## src/rtl/pistormx_pkg.sv

```systemverilog
// Shared types for the Pi-to-68K bus sequencer: Pi register selects, the
// queued operation entry, the sequencer state encoding and the strobe helper.
package pistormx_pkg;

   // Width of the 68K word address A[23:1]
   localparam int OP_AW = 23;

   // Pi register select values on pi_a
   localparam logic [1:0] REG_DATA    = 2'd0;
   localparam logic [1:0] REG_ADDR_LO = 2'd1;
   localparam logic [1:0] REG_ADDR_HI = 2'd2;
   localparam logic [1:0] REG_STATUS  = 2'd3;

   // One posted bus operation. dhi is the word written first in a long
   // (the older DATA value), dlo the most recent DATA value.
   typedef struct packed {
      logic [OP_AW-1:0] a;
      logic             a0;
      logic             sz;
      logic             rw;
      logic             is_long;
      logic [15:0]      dhi;
      logic [15:0]      dlo;
   } op_entry_t;

   // Sequencer states
   typedef enum logic [2:0] {
      ST_IDLE,
      ST_ISSUE,
      ST_WAIT,
      ST_NEXT,
      ST_WAIT2
   } seq_state_e;

   // Data strobe pair {uds_n, lds_n} for the first cycle of an entry.
   // Longs and word operations drive both strobes; a byte picks the lane
   // from address bit 0 (even byte on the upper lane).
   function automatic logic [1:0] strobe_enc(input op_entry_t e);
      logic [1:0] s;
      s = 2'b00;
      if (!e.is_long && e.sz) begin
         s = e.a0 ? 2'b10 : 2'b01;
      end
      return s;
   endfunction

endpackage

```

## src/rtl/pi_bus_sequencer_op_fifo.sv

```systemverilog
// Small synchronous FIFO holding posted bus operations. The head entry stays
// in place while it is on the bus and is only removed when the bus engine
// completes it, so the read-pending flag also covers the in-flight entry.
module op_fifo
   import pistormx_pkg::*;
#(
   parameter int DEPTH = 2
) (
   input  logic      c7m,
   input  logic      op_reqrst,
   input  logic      push_i,
   input  op_entry_t push_data_i,
   input  logic      pop_i,
   output op_entry_t head_o,
   output logic      full_o,
   output logic      empty_o,
   output logic      any_rd_o
);

   localparam int          PW        = (DEPTH > 1) ? $clog2(DEPTH) : 1;
   localparam logic [PW:0] DEPTH_CNT = (PW+1)'(DEPTH);

   op_entry_t        mem_q [DEPTH];
   logic [DEPTH-1:0] vld_q;
   logic [PW-1:0]    wr_ptr_q;
   logic [PW-1:0]    wr_ptr_d;
   logic [PW-1:0]    rd_ptr_q;
   logic [PW-1:0]    rd_ptr_d;
   logic [PW:0]      count_q;
   logic [PW:0]      count_d;
   logic             do_push;
   logic             do_pop;

   assign full_o   = (count_q == DEPTH_CNT);
   assign empty_o  = (count_q == '0);
   assign head_o   = mem_q[rd_ptr_q];
   // A push into a full queue is dropped; the caller flags the overflow
   assign do_push  = push_i && !full_o;
   assign do_pop   = pop_i && !empty_o;

   // Pointer and occupancy next-state; simultaneous push and pop keep the count
   always_comb begin
      wr_ptr_d = wr_ptr_q;
      rd_ptr_d = rd_ptr_q;
      count_d  = count_q;
      if (do_push) begin
         wr_ptr_d = wr_ptr_q + PW'(1);
      end
      if (do_pop) begin
         rd_ptr_d = rd_ptr_q + PW'(1);
      end
      case ({do_push, do_pop})
         2'b10:   count_d = count_q + (PW+1)'(1);
         2'b01:   count_d = count_q - (PW+1)'(1);
         default: count_d = count_q;
      endcase
   end

   // Storage, per-slot valid bits and pointer registers
   always_ff @(posedge c7m or posedge op_reqrst) begin
      if (op_reqrst) begin
         for (int i = 0; i < DEPTH; i++) begin
            mem_q[i] <= '0;
         end
         vld_q    <= '0;
         wr_ptr_q <= '0;
         rd_ptr_q <= '0;
         count_q  <= '0;
      end else begin
         if (do_push) begin
            mem_q[wr_ptr_q] <= push_data_i;
            vld_q[wr_ptr_q] <= 1'b1;
         end
         if (do_pop) begin
            vld_q[rd_ptr_q] <= 1'b0;
         end
         wr_ptr_q <= wr_ptr_d;
         rd_ptr_q <= rd_ptr_d;
         count_q  <= count_d;
      end
   end

   // Any valid entry (queued or on the bus) that is a read
   always_comb begin
      any_rd_o = 1'b0;
      for (int i = 0; i < DEPTH; i++) begin
         if (vld_q[i] && mem_q[i].rw) begin
            any_rd_o = 1'b1;
         end
      end
   end

endmodule

```

## src/rtl/pi_bus_sequencer.sv

```systemverilog
// Pi register front end plus 68K bus-cycle sequencer. Pi writes build up an
// operation in staging registers; an ADDR_HI write posts it into a small
// FIFO. The sequencer drains the FIFO one operation at a time over a
// req/ack handshake, splitting longs into two word cycles.
module pi_bus_sequencer
   import pistormx_pkg::*;
#(
   parameter int DEPTH = 2,
   parameter int AW    = OP_AW
) (
   input  logic          c7m,
   input  logic          op_reqrst,
   input  logic          pi_wr_stb,
   input  logic [1:0]    pi_a,
   input  logic [15:0]   pi_d,
   output logic          txn_busy,
   output logic [15:0]   rd_data,
   output logic [15:0]   rd_data_lo,
   output logic          ovf_err,
   output logic          bus_req,
   output logic [AW-1:0] bus_a,
   output logic          bus_rw,
   output logic          bus_uds_n,
   output logic          bus_lds_n,
   output logic [15:0]   bus_dout,
   input  logic          bus_ack,
   input  logic [15:0]   bus_din
);

   // Pi-side staging. The entry register holds the address-high byte and the
   // control bits from the ADDR_HI write together with a snapshot of the
   // other staging registers, so later Pi writes cannot alter a post that is
   // still on its way into the FIFO.
   logic [15:0] d_prev_q;
   logic [15:0] d_cur_q;
   logic [14:0] a_lo_q;
   logic        a0_q;
   logic        push_q;
   op_entry_t   push_entry_q;
   logic        ovf_q;

   // FIFO interface
   op_entry_t   head;
   logic        fifo_full;
   logic        fifo_empty;
   logic        fifo_any_rd;
   logic        pop;

   // Sequencer and bus-side registers
   seq_state_e  state_q;
   seq_state_e  state_d;
   logic        bus_req_q;
   logic        bus_req_d;
   logic [AW-1:0] bus_a_q;
   logic [AW-1:0] bus_a_d;
   logic        bus_rw_q;
   logic        bus_rw_d;
   logic        uds_n_q;
   logic        uds_n_d;
   logic        lds_n_q;
   logic        lds_n_d;
   logic [15:0] bus_dout_q;
   logic [15:0] bus_dout_d;
   logic [15:0] rd_data_q;
   logic [15:0] rd_data_d;
   logic [15:0] rd_lo_q;
   logic [15:0] rd_lo_d;
   logic [1:0]  strobes;
   logic        ack_ok;

   // Decode Pi register writes into the staging registers and post on ADDR_HI
   always_ff @(posedge c7m or posedge op_reqrst) begin
      if (op_reqrst) begin
         d_prev_q     <= '0;
         d_cur_q      <= '0;
         a_lo_q       <= '0;
         a0_q         <= 1'b0;
         push_q       <= 1'b0;
         push_entry_q <= '0;
      end else begin
         push_q <= 1'b0;
         if (pi_wr_stb) begin
            case (pi_a)
               REG_DATA: begin
                  d_prev_q <= d_cur_q;
                  d_cur_q  <= pi_d;
               end
               REG_ADDR_LO: begin
                  a_lo_q <= pi_d[15:1];
                  a0_q   <= pi_d[0];
               end
               REG_ADDR_HI: begin
                  push_q       <= 1'b1;
                  push_entry_q <= '{a:       {pi_d[7:0], a_lo_q},
                                    a0:      a0_q,
                                    sz:      pi_d[8],
                                    rw:      pi_d[9],
                                    is_long: pi_d[10],
                                    dhi:     d_prev_q,
                                    dlo:     d_cur_q};
               end
               default: begin
               end
            endcase
         end
      end
   end

   // Sticky overflow flag: a dropped post sets it, a STATUS write with bit 0 clears it
   always_ff @(posedge c7m or posedge op_reqrst) begin
      if (op_reqrst) begin
         ovf_q <= 1'b0;
      end else if (push_q && fifo_full) begin
         ovf_q <= 1'b1;
      end else if (pi_wr_stb && (pi_a == REG_STATUS) && pi_d[0]) begin
         ovf_q <= 1'b0;
      end
   end

   op_fifo #(
      .DEPTH(DEPTH)
   ) u_op_fifo (
      .c7m        (c7m),
      .op_reqrst  (op_reqrst),
      .push_i     (push_q),
      .push_data_i(push_entry_q),
      .pop_i      (pop),
      .head_o     (head),
      .full_o     (fifo_full),
      .empty_o    (fifo_empty),
      .any_rd_o   (fifo_any_rd)
   );

   assign strobes = strobe_enc(head);
   // An ack only counts while a request is actually outstanding
   assign ack_ok  = bus_ack && bus_req_q;

   // Sequencer next-state and bus-side register updates
   always_comb begin
      state_d    = state_q;
      bus_req_d  = bus_req_q;
      bus_a_d    = bus_a_q;
      bus_rw_d   = bus_rw_q;
      uds_n_d    = uds_n_q;
      lds_n_d    = lds_n_q;
      bus_dout_d = bus_dout_q;
      rd_data_d  = rd_data_q;
      rd_lo_d    = rd_lo_q;
      pop        = 1'b0;
      case (state_q)
         ST_IDLE: begin
            if (!fifo_empty) begin
               state_d = ST_ISSUE;
            end
         end
         ST_ISSUE: begin
            bus_a_d    = AW'(head.a);
            bus_rw_d   = head.rw;
            uds_n_d    = strobes[1];
            lds_n_d    = strobes[0];
            bus_dout_d = head.is_long ? head.dhi : head.dlo;
            bus_req_d  = 1'b1;
            state_d    = ST_WAIT;
         end
         ST_WAIT: begin
            if (ack_ok) begin
               bus_req_d = 1'b0;
               if (head.rw) begin
                  rd_data_d = bus_din;
               end
               if (head.is_long) begin
                  state_d = ST_NEXT;
               end else begin
                  pop     = 1'b1;
                  state_d = ST_IDLE;
               end
            end
         end
         ST_NEXT: begin
            bus_a_d    = bus_a_q + AW'(1);
            bus_dout_d = head.dlo;
            bus_req_d  = 1'b1;
            state_d    = ST_WAIT2;
         end
         ST_WAIT2: begin
            if (ack_ok) begin
               bus_req_d = 1'b0;
               if (head.rw) begin
                  rd_lo_d = bus_din;
               end
               pop     = 1'b1;
               state_d = ST_IDLE;
            end
         end
         default: begin
            state_d = ST_IDLE;
         end
      endcase
   end

   // Sequencer state and bus-side registers; reset abandons any cycle in flight
   always_ff @(posedge c7m or posedge op_reqrst) begin
      if (op_reqrst) begin
         state_q    <= ST_IDLE;
         bus_req_q  <= 1'b0;
         bus_a_q    <= '0;
         bus_rw_q   <= 1'b1;
         uds_n_q    <= 1'b1;
         lds_n_q    <= 1'b1;
         bus_dout_q <= '0;
         rd_data_q  <= '0;
         rd_lo_q    <= '0;
      end else begin
         state_q    <= state_d;
         bus_req_q  <= bus_req_d;
         bus_a_q    <= bus_a_d;
         bus_rw_q   <= bus_rw_d;
         uds_n_q    <= uds_n_d;
         lds_n_q    <= lds_n_d;
         bus_dout_q <= bus_dout_d;
         rd_data_q  <= rd_data_d;
         rd_lo_q    <= rd_lo_d;
      end
   end

   // Busy whenever the queue cannot take a post or a read is anywhere in the pipe
   assign txn_busy   = fifo_full || fifo_any_rd || (push_q && push_entry_q.rw);

   assign rd_data    = rd_data_q;
   assign rd_data_lo = rd_lo_q;
   assign ovf_err    = ovf_q;
   assign bus_req    = bus_req_q;
   assign bus_a      = bus_a_q;
   assign bus_rw     = bus_rw_q;
   assign bus_uds_n  = uds_n_q;
   assign bus_lds_n  = lds_n_q;
   assign bus_dout   = bus_dout_q;

endmodule

```

## config.mk

```make
export PLATFORM = sky130hd
export DESIGN_NAME = pi_bus_sequencer
export DESIGN_NICKNAME = d
export VERILOG_FILES = /design/src/rtl/pistormx_pkg.sv /design/src/rtl/pi_bus_sequencer_op_fifo.sv /design/src/rtl/pi_bus_sequencer.sv
export SDC_FILE = /design/constraint.sdc
export NUM_CORES = 1
export LEC_CHECK = 0
export CORE_ASPECT_RATIO = 0.9
export CORE_UTILIZATION = 45
export CTS_CLUSTER_DIAMETER = 80
export CTS_CLUSTER_SIZE = 14
export DETAILED_ROUTE_END_ITERATION = 10
export GPL_TIMING_DRIVEN = 1
export PLACE_DENSITY_LB_ADDON = 0.1
export SLEW_MARGIN = 30
export SYNTH_ARGS = -nofsm -noshare
export SYNTH_HDL_FRONTEND = slang
export SYNTH_SLANG_ARGS = --single-unit
```

## constraint.sdc

```tcl
create_clock -name c7m -period 14 [get_ports c7m]
set_input_delay 3.5 -clock c7m [delete_from_list [all_inputs] [get_ports c7m]]
set_output_delay 3.5 -clock c7m [all_outputs]
set_load 0.01 [all_outputs]
```

==> results.md, run 1 <==
- Synth area leader: dfrtp_1
- Post-route cell area: roughly 15000 sq um
- Via count of the first global-routing pass: 8088
- Final WS setup: about 8.6 ns
- Total gr overflow: 0
- Pwr/cell area: approximately 210 nW/um^2
- Clock buffer depth: 3
- Net Sw Frac: 32.0%
- CORE AREA: around 28000 sq um
- P_int: about 2.2 mW
- Slowest CP cell: clkdlybuf4s50_1
- Num rows: a little under 60
- ANT cells: 0
- Min-Delay Path Class: register to register
- Async SR Flop Fraction: 100%
- Area taken by multi-input logic gates: around 5000 sq um
- Worst IR drop on VDD: between 100 and 150 uV
- Tcrit/Tclk final: 38.8%
- Crit path max-delay family: buffers and inverters
- Arrival @ worst endpoint: approximately 1.9 ns
- Avg Inst Size Synth: roughly 13 sq um
- Post-synthesis cell area: 13000 sq um
- P&R area growth vs syn: 16.9%
- Part of the power in registers: between 40% and 50%
- WL per Instance: 18.8 um
- Seq/Total Area, Yosys: roughly three fifths
- Synth top area cells: dfrtp_1 59%, mux2_2 19%, nand2_1 5.8%
- Vias: approximately 8000
- Total power: 3.21 mW
- # IOs: 115
- EDFF count, synth: 0
- R2r setup slk: roughly 11 ns
- TNS Setup: 0 ns
- Clock skew: between 0.015 and 0.02 ns
- Detailed Route WL: around 28000 um
- Ys flop type: dfrtp_1
- Root Buffer: clkbuf_16
- Status: completed
- Starting Density: 46.2%
- Pins over their slew limit: 0
- F_max: between 0.15 and 0.2 GHz
- Req. time, crit path: approximately 11 ns
- Syn Inst Count: around 1000
- P_leak: a little under 7 nW
- Count of cell types in the netlist: 55
- Max_slew headroom: around two fifths
- Placer's final routability congestion estimate: 0.794
- Worst Tran Pin Value: about 0.90 ns
- Worst-Skew Late Latency: about 0.54 ns
- Buffers plus inverters on the worst setup path: 1
- Final-report setup violation count: 0
- Drt initial violations: 546
- Largest net degree at the start of global routing: 185
- CTS-repair resized insts: 0
- Yosys warns: 0
- CP endpoint kind: primary output
- Clock network fraction of design power: 20.6%
- Post-placement cell area: around 14000 sq um
- Hold Violations, Final: 0
- Setup WS pre-CTS: ~8 ns
- Post-detail-place hpwl: 16900 um
- Top-area cell type share of the netlist area: roughly 60%
- Syn nets: roughly 1000
- Worst-path maximum fanout: 5
- Die footprint: 29700 sq um
- Switching power: 1.03 mW
- CP cell instances: nand2b_1 -> nand3_1 -> clkdlybuf4s50_1
- Global-route wire length before repair: approximately 46000 um
- Clock buffer count from CTS: 26
- Final min period: around 5.4 ns
- Share of cells above drive strength 1: 26.7%
- Flops & latches, synth: 311
- # Max-Cap Violations: 0
- DRT Pass-1 Iters: 4
- Crit path launch type: register
- Setup bufs post-CTS: 0
- CP peak stage delay: 0.57 ns
- Die height: 164 um
- Final ANT Viol Nets: 0
- Worst-path clk slew: 0.07 ns
- Register area: between 7000 and 8000 sq um
- Unrepaired setup endpoints after global routing: no
- Fillers: between 2000 and 2500
- Input/output buffers: 114
- DR vias/cell: roughly 5.5
- Logic gate share of total power: 34.1%
- TritonCTS clock tree: yes
- DRC Markers: 0
- Kind of critical path: register to primary output
- Total GRT Usage: approximately a fifth
- Initial antenna violation count: 0
- Nets@finish: ~1100
- Hold-fix buffers, CTS: 0
- H-Tree Depth: 1
- CTS Sinks: 311
- Die Wd: 181 um
[worst paths after layout]
check / startpoint / endpoint / cells past startpoint
max in group asynchronous: op_reqrst / bus_a[18] / 4
max reg2reg: u_op_fifo.rd_ptr_q / u_op_fifo.count_q[1] / 7
min in group asynchronous: op_reqrst / u_op_fifo.mem_q[37] / 2
min reg2reg: a_lo_q[4] / push_entry_q[40] / 2
min: a_lo_q[4] / push_entry_q[40] / 2
max: u_op_fifo.count_q[0] / txn_busy / 3
[worst min-delay path, delay by kind of cell (launching register included)]
| family | cells | cell delay (ns) |
|---|---|---|
| flops | 1 | 0.34 |
| simple gates | 2 | 0.09 |
[power by group through the flow]
| stage | sequential [mW] | combinational, mW | clock, mW |
|---|---|---|---|
| detailed placement | 1.47 | 1.10 | 0 |
| global route | 1.50 | 1.19 | 0.717 |
| finish | 1.45 | 1.09 | 0.659 |
| CTS | 1.45 | 1.11 | 0.677 |
| floorplan | 1.44 | 0.716 | 0 |
| global placement | 1.46 | 1.08 | 0 |
[final cells by class]
type / instances / area share (%)
clock buffer: 34 / 4.47
clock inverter: 3 / 0.197
inverter: 9 / 0.304
multi-input combinational: 629 / 32.7
sequential: 311 / 51.1
tap: 360 / 2.96
timing repair buffer: 125 / 8.27
[cells by family (layout without fill, tap and decap cells)]
| kind of cell | after synthesis | count (layout) | share of synthesized area (%) |
|---|---|---|---|
| multiplexers | 255 | 255 | 23.6 |
| XOR/XNOR | 5 | 5 | 0.336 |
| buffers and inverters | 65 | 171 | 2.25 |
| AO/OA/AOI/OAI | 78 | 78 | 3.90 |
| AND/OR/NAND/NOR | 289 | 289 | 10.0 |
| adder cells (fa/ha/maj) | 2 | 2 | 0.192 |
| flip-flops | 311 | 311 | 59.7 |
[placed cells by master (no fill, tap or decap), drive strengths merged, types with 5 or more instances in the layout]
master / instances
a211oi: 5
nor2: 13
a2bb2oi: 5
nor3: 7
buf: 11
a21oi: 19
nor4: 7
mux4: 16
inv: 8
nand3: 17
nand2: 202
and3: 7
nand4: 11
mux2i: 9
clkbuf: 34
mux2: 230
dfrtp: 308
clkdlybuf4s50: 114
o22ai: 12
o21ai: 16
[metal layers]
layer	global-route usage, %	part of all wire [%]
met1	31.0	52
met2	28.3	42
met3	2.45	3.9
met4	3.97	1.6
met5	0	0
[stage by stage]
step | utilization (%) | hold WS (ns) | cells
floorplan | - | 0.433 | 1005
global placement | 51.3 | 0.443 | 1432
detailed placement | 51.3 | 0.447 | 1432
CTS | 53.8 | 0.464 | 1469
global route | 54.0 | 0.490 | 1471
finish | 54.0 | 0.462 | 1471
[registers in the layout, summed over array words and instances, names as in the netlist]
signal and count:
state_q 3, d_prev_q 16, u_op_fifo.rd_ptr_q 1, rd_data 16, u_op_fifo.wr_ptr_q 1, bus_uds_n 1
a0_q 1, bus_a 23, d_cur_q 16, ovf_err 1, u_op_fifo.mem_q 118, push_entry_q 59
push_q 1, rd_data_lo 16, u_op_fifo.count_q 2, bus_rw 1, u_op_fifo.vld_q 2, bus_dout 16
bus_req 1, bus_lds_n 1, a_lo_q 15
[cells in the mapped netlist, drive strengths merged (8+ instances only)]
cell	n
mux4	16
nor2	13
a21oi	19
mux2	230
inv	8
dfrtp	308
nand4	11
nand2	202
buf	26
o21ai	16
mux2i	9
o22ai	12
nand3	17
clkbuf	30
Note: power is estimated with default switching activity, not from simulation.
==> inputs of run 2 (changes only) <==
- clock period: 14 -> 5.2 ns (I/O delays scaled with it)
==> results.md, run 2 (synthesized netlist as in run 1, its figures left out) <==
- CTS-repair resized insts: 0 (unchanged)
- Clock skew: 0.0125 ns (-0.00511 ns)
- Share of cells above drive strength 1: 27.0% (+0.24 points)
- Most common cell after layout, fill and taps aside: dfrtp_1
- Final std cells w/o fill: 1476 (+0.34%)
- CORE AREA: 28200 sq um (unchanged)
- Area taken by multi-input logic gates: 4990 sq um (unchanged)
- Final ANT Viol Nets: 0 (unchanged)
- Global-route wire length before repair: 44800 um (-2.2%)
- H-Tree Depth: 1 (unchanged)
- Tcrit/Tclk final: 61.0%
- Part of the power in registers: 45.5% (+0.2 points)
- WL per Instance: 18.4 um (-2.1%)
- Most frequent cells in the layout: 307 x dfrtp_1, 216 x mux2_2, 201 x nand2_1
- DRC Markers: 0 (unchanged)
- R2r setup slk: 2.62 ns (-8.62 ns)
- Hold-fix buffers, CTS: 0 (unchanged)
- Status: completed
- CP endpoint kind: primary output
- Pwr/cell area: 565 nW/um^2 (+170%)
- Total gr overflow: 0 (unchanged)
- Req. time, crit path: 3.90 ns (-6.60 ns)
- Die footprint: 29700 sq um (unchanged)
- Final-report setup violation count: 0 (unchanged)
- Clock buffer count from CTS: 26 (unchanged)
- Register area: 7790 sq um (unchanged)
- TNS Setup: 0 ns (unchanged)
- Total GRT Usage: 19.0% (-0.53 points)
- Die Wd: 181 um (unchanged)
- # Max-Cap Violations: 0 (unchanged)
- Crit path launch type: register
- Placer's final routability congestion estimate: 0.823 (+3.7%)
- # IOs: 115 (unchanged)
- Hold Path End: push_entry_q[29]
- Arrival @ worst endpoint: 1.87 ns (-0.06 ns)
- DR vias/cell: 5.42 (-0.86%)
- Kind of critical path: register to primary output
- Drt initial violations: 463 (-15%)
- Nets@finish: 1146 (+0.35%)
- Total power: 8.63 mW (+170%)
- Setup bufs post-CTS: 0 (unchanged)
- Via count of the first global-routing pass: 8024 (-0.79%)
- ANT cells: 0 (unchanged)
- Worst-path maximum fanout: 5 (unchanged)
- Worst r2r path cells: 5 (-2)
- RR Endpoint: u_op_fifo.mem_q[117]
- Fillers: 2390 (-3.6%)
- Worst-Skew Late Latency: 0.53 ns (about the same)
- Max_slew headroom: 37.3% (-3.0 points)
- Pins over their slew limit: 0 (unchanged)
- Unrepaired setup endpoints after global routing: no
- Logic gate share of total power: 33.8% (-0.3 points)
- Detailed Route WL: 27200 um (-1.8%)
- Hold depth: 2 (unchanged)
- P_int: 5.89 mW (+170%)
- Largest net degree at the start of global routing: 85 (-54%)
- P_leak: 6.92 nW (+0.35%)
- Worst Tran Pin Value: 0.937 ns (+0.0416 ns)
- CP cell instances: nand2b_1 -> nand3_1 -> clkdlybuf4s50_1
- Net Sw Frac: 31.7% (-0.31 points)
- Hold Violations, Final: 0 (unchanged)
- Worst-path clk slew: 0.07 ns (about the same)
- Hold path startpoint: d_prev_q[13]
- Starting Density: 46.2% (unchanged)
- Root Buffer: clkbuf_16
- RR Startpoint: u_op_fifo.count_q[0]
- Input/output buffers: 114 (unchanged)
- P&R area growth vs syn: 17.2%
- CP peak stage delay: 0.57 ns (about the same)
- Die height: 164 um (unchanged)
- Slowest CP cell: clkdlybuf4s50_1
- Placed insts: 1437 (+0.35%)
- Final min period: ~3.2 ns
- Post-route cell area: 15300 sq um (+0.31%)
- DRT Pass-1 Iters: 4 (unchanged)
- TritonCTS clock tree: yes
- Min-Delay Path Class: register to register
- Num rows: 58 (unchanged)
- Post-placement cell area: 14500 sq um (+0.41%)
- Worst IR drop on VDD: 289 uV (+150%)
- Switching power: 2.74 mW (+170%)
- CTS Sinks: 311 (unchanged)
- Initial antenna violation count: 0 (unchanged)
- Clock buffer depth: 3 (unchanged)
- Top reg by flops: u_op_fifo.mem_q
- F_max: about 0.32 GHz
- Max FFs per register: 118 (unchanged)
- Vias: 7994 (-0.52%)
- Post-detail-place hpwl: 17500 um (+3.7%)
- Clock network fraction of design power: 20.7% (about the same)
## run 2: cell types whose count changed in the layout (fill, tap and decap cells not counted), sizes merged
cell      delta
clkbuf       +2
buf          +4
clkinv       -2
clkinvlp     +1
## run 2: stage by stage
step	hold WS, ns	utilization (%)	setup slack (ns)
6_report	0.466	54.2	2.03
5_1_grt	0.487	54.2	1.95
4_1_cts	0.472	54.1	2.00
3_5_place_dp	0.453	51.5	1.85
3_3_place_gp	0.448	51.5	1.90
2_1_floorplan	0.433	-	-0.238
## run 2: final cells by class
cell class / count / area share, %
Clock buffer: 36 / 4.64
Clock inverter: 2 / 0.0900
Inverter: 9 / 0.245
Multi-Input combinational cell: 629 / 32.6
Sequential cell: 311 / 50.9
Tap cell: 360 / 2.95
Timing Repair Buffer: 129 / 8.53
## run 2: worst max path at each step
stage,start,to,slack [ns],cells past startpoint
floorplan,op_reqrst,a0_q,-0.24,1
global placement,bus_ack,rd_data_lo[7],1.90,5
detailed placement,bus_ack,rd_data[7],1.85,5
CTS,u_op_fifo.count_q[0],txn_busy,2.00,3
global route,u_op_fifo.count_q[0],txn_busy,1.95,3
finish,u_op_fifo.count_q[0],txn_busy,2.03,3
## run 2: power groups by stage
stage	clock network, mW	registers [mW]	logic [mW]
4_1_cts	1.85	3.93	2.95
5_1_grt	1.95	4.06	3.16
3_5_place_dp	0	3.98	2.94
2_1_floorplan	0	3.87	1.93
3_3_place_gp	0	3.95	2.90
6_report	1.79	3.93	2.91
## run 2: layer usage
layer | track usage, % | vias up | wire [um]
met5 | 0 | - | 0
met4 | 4.08 | 0 | 489
met3 | 2.76 | 36 | 1220
met2 | 28.0 | 179 | 11500
met1 | 29.5 | 4051 | 14000
li1 | - | 3728 | -
## run 2: critical path, delay by kind of cell (launching register included)
kind | cells | cell delay, ns
simple gates | 2 | 0.35
buf+inv | 1 | 0.57
flops | 1 | 0.43
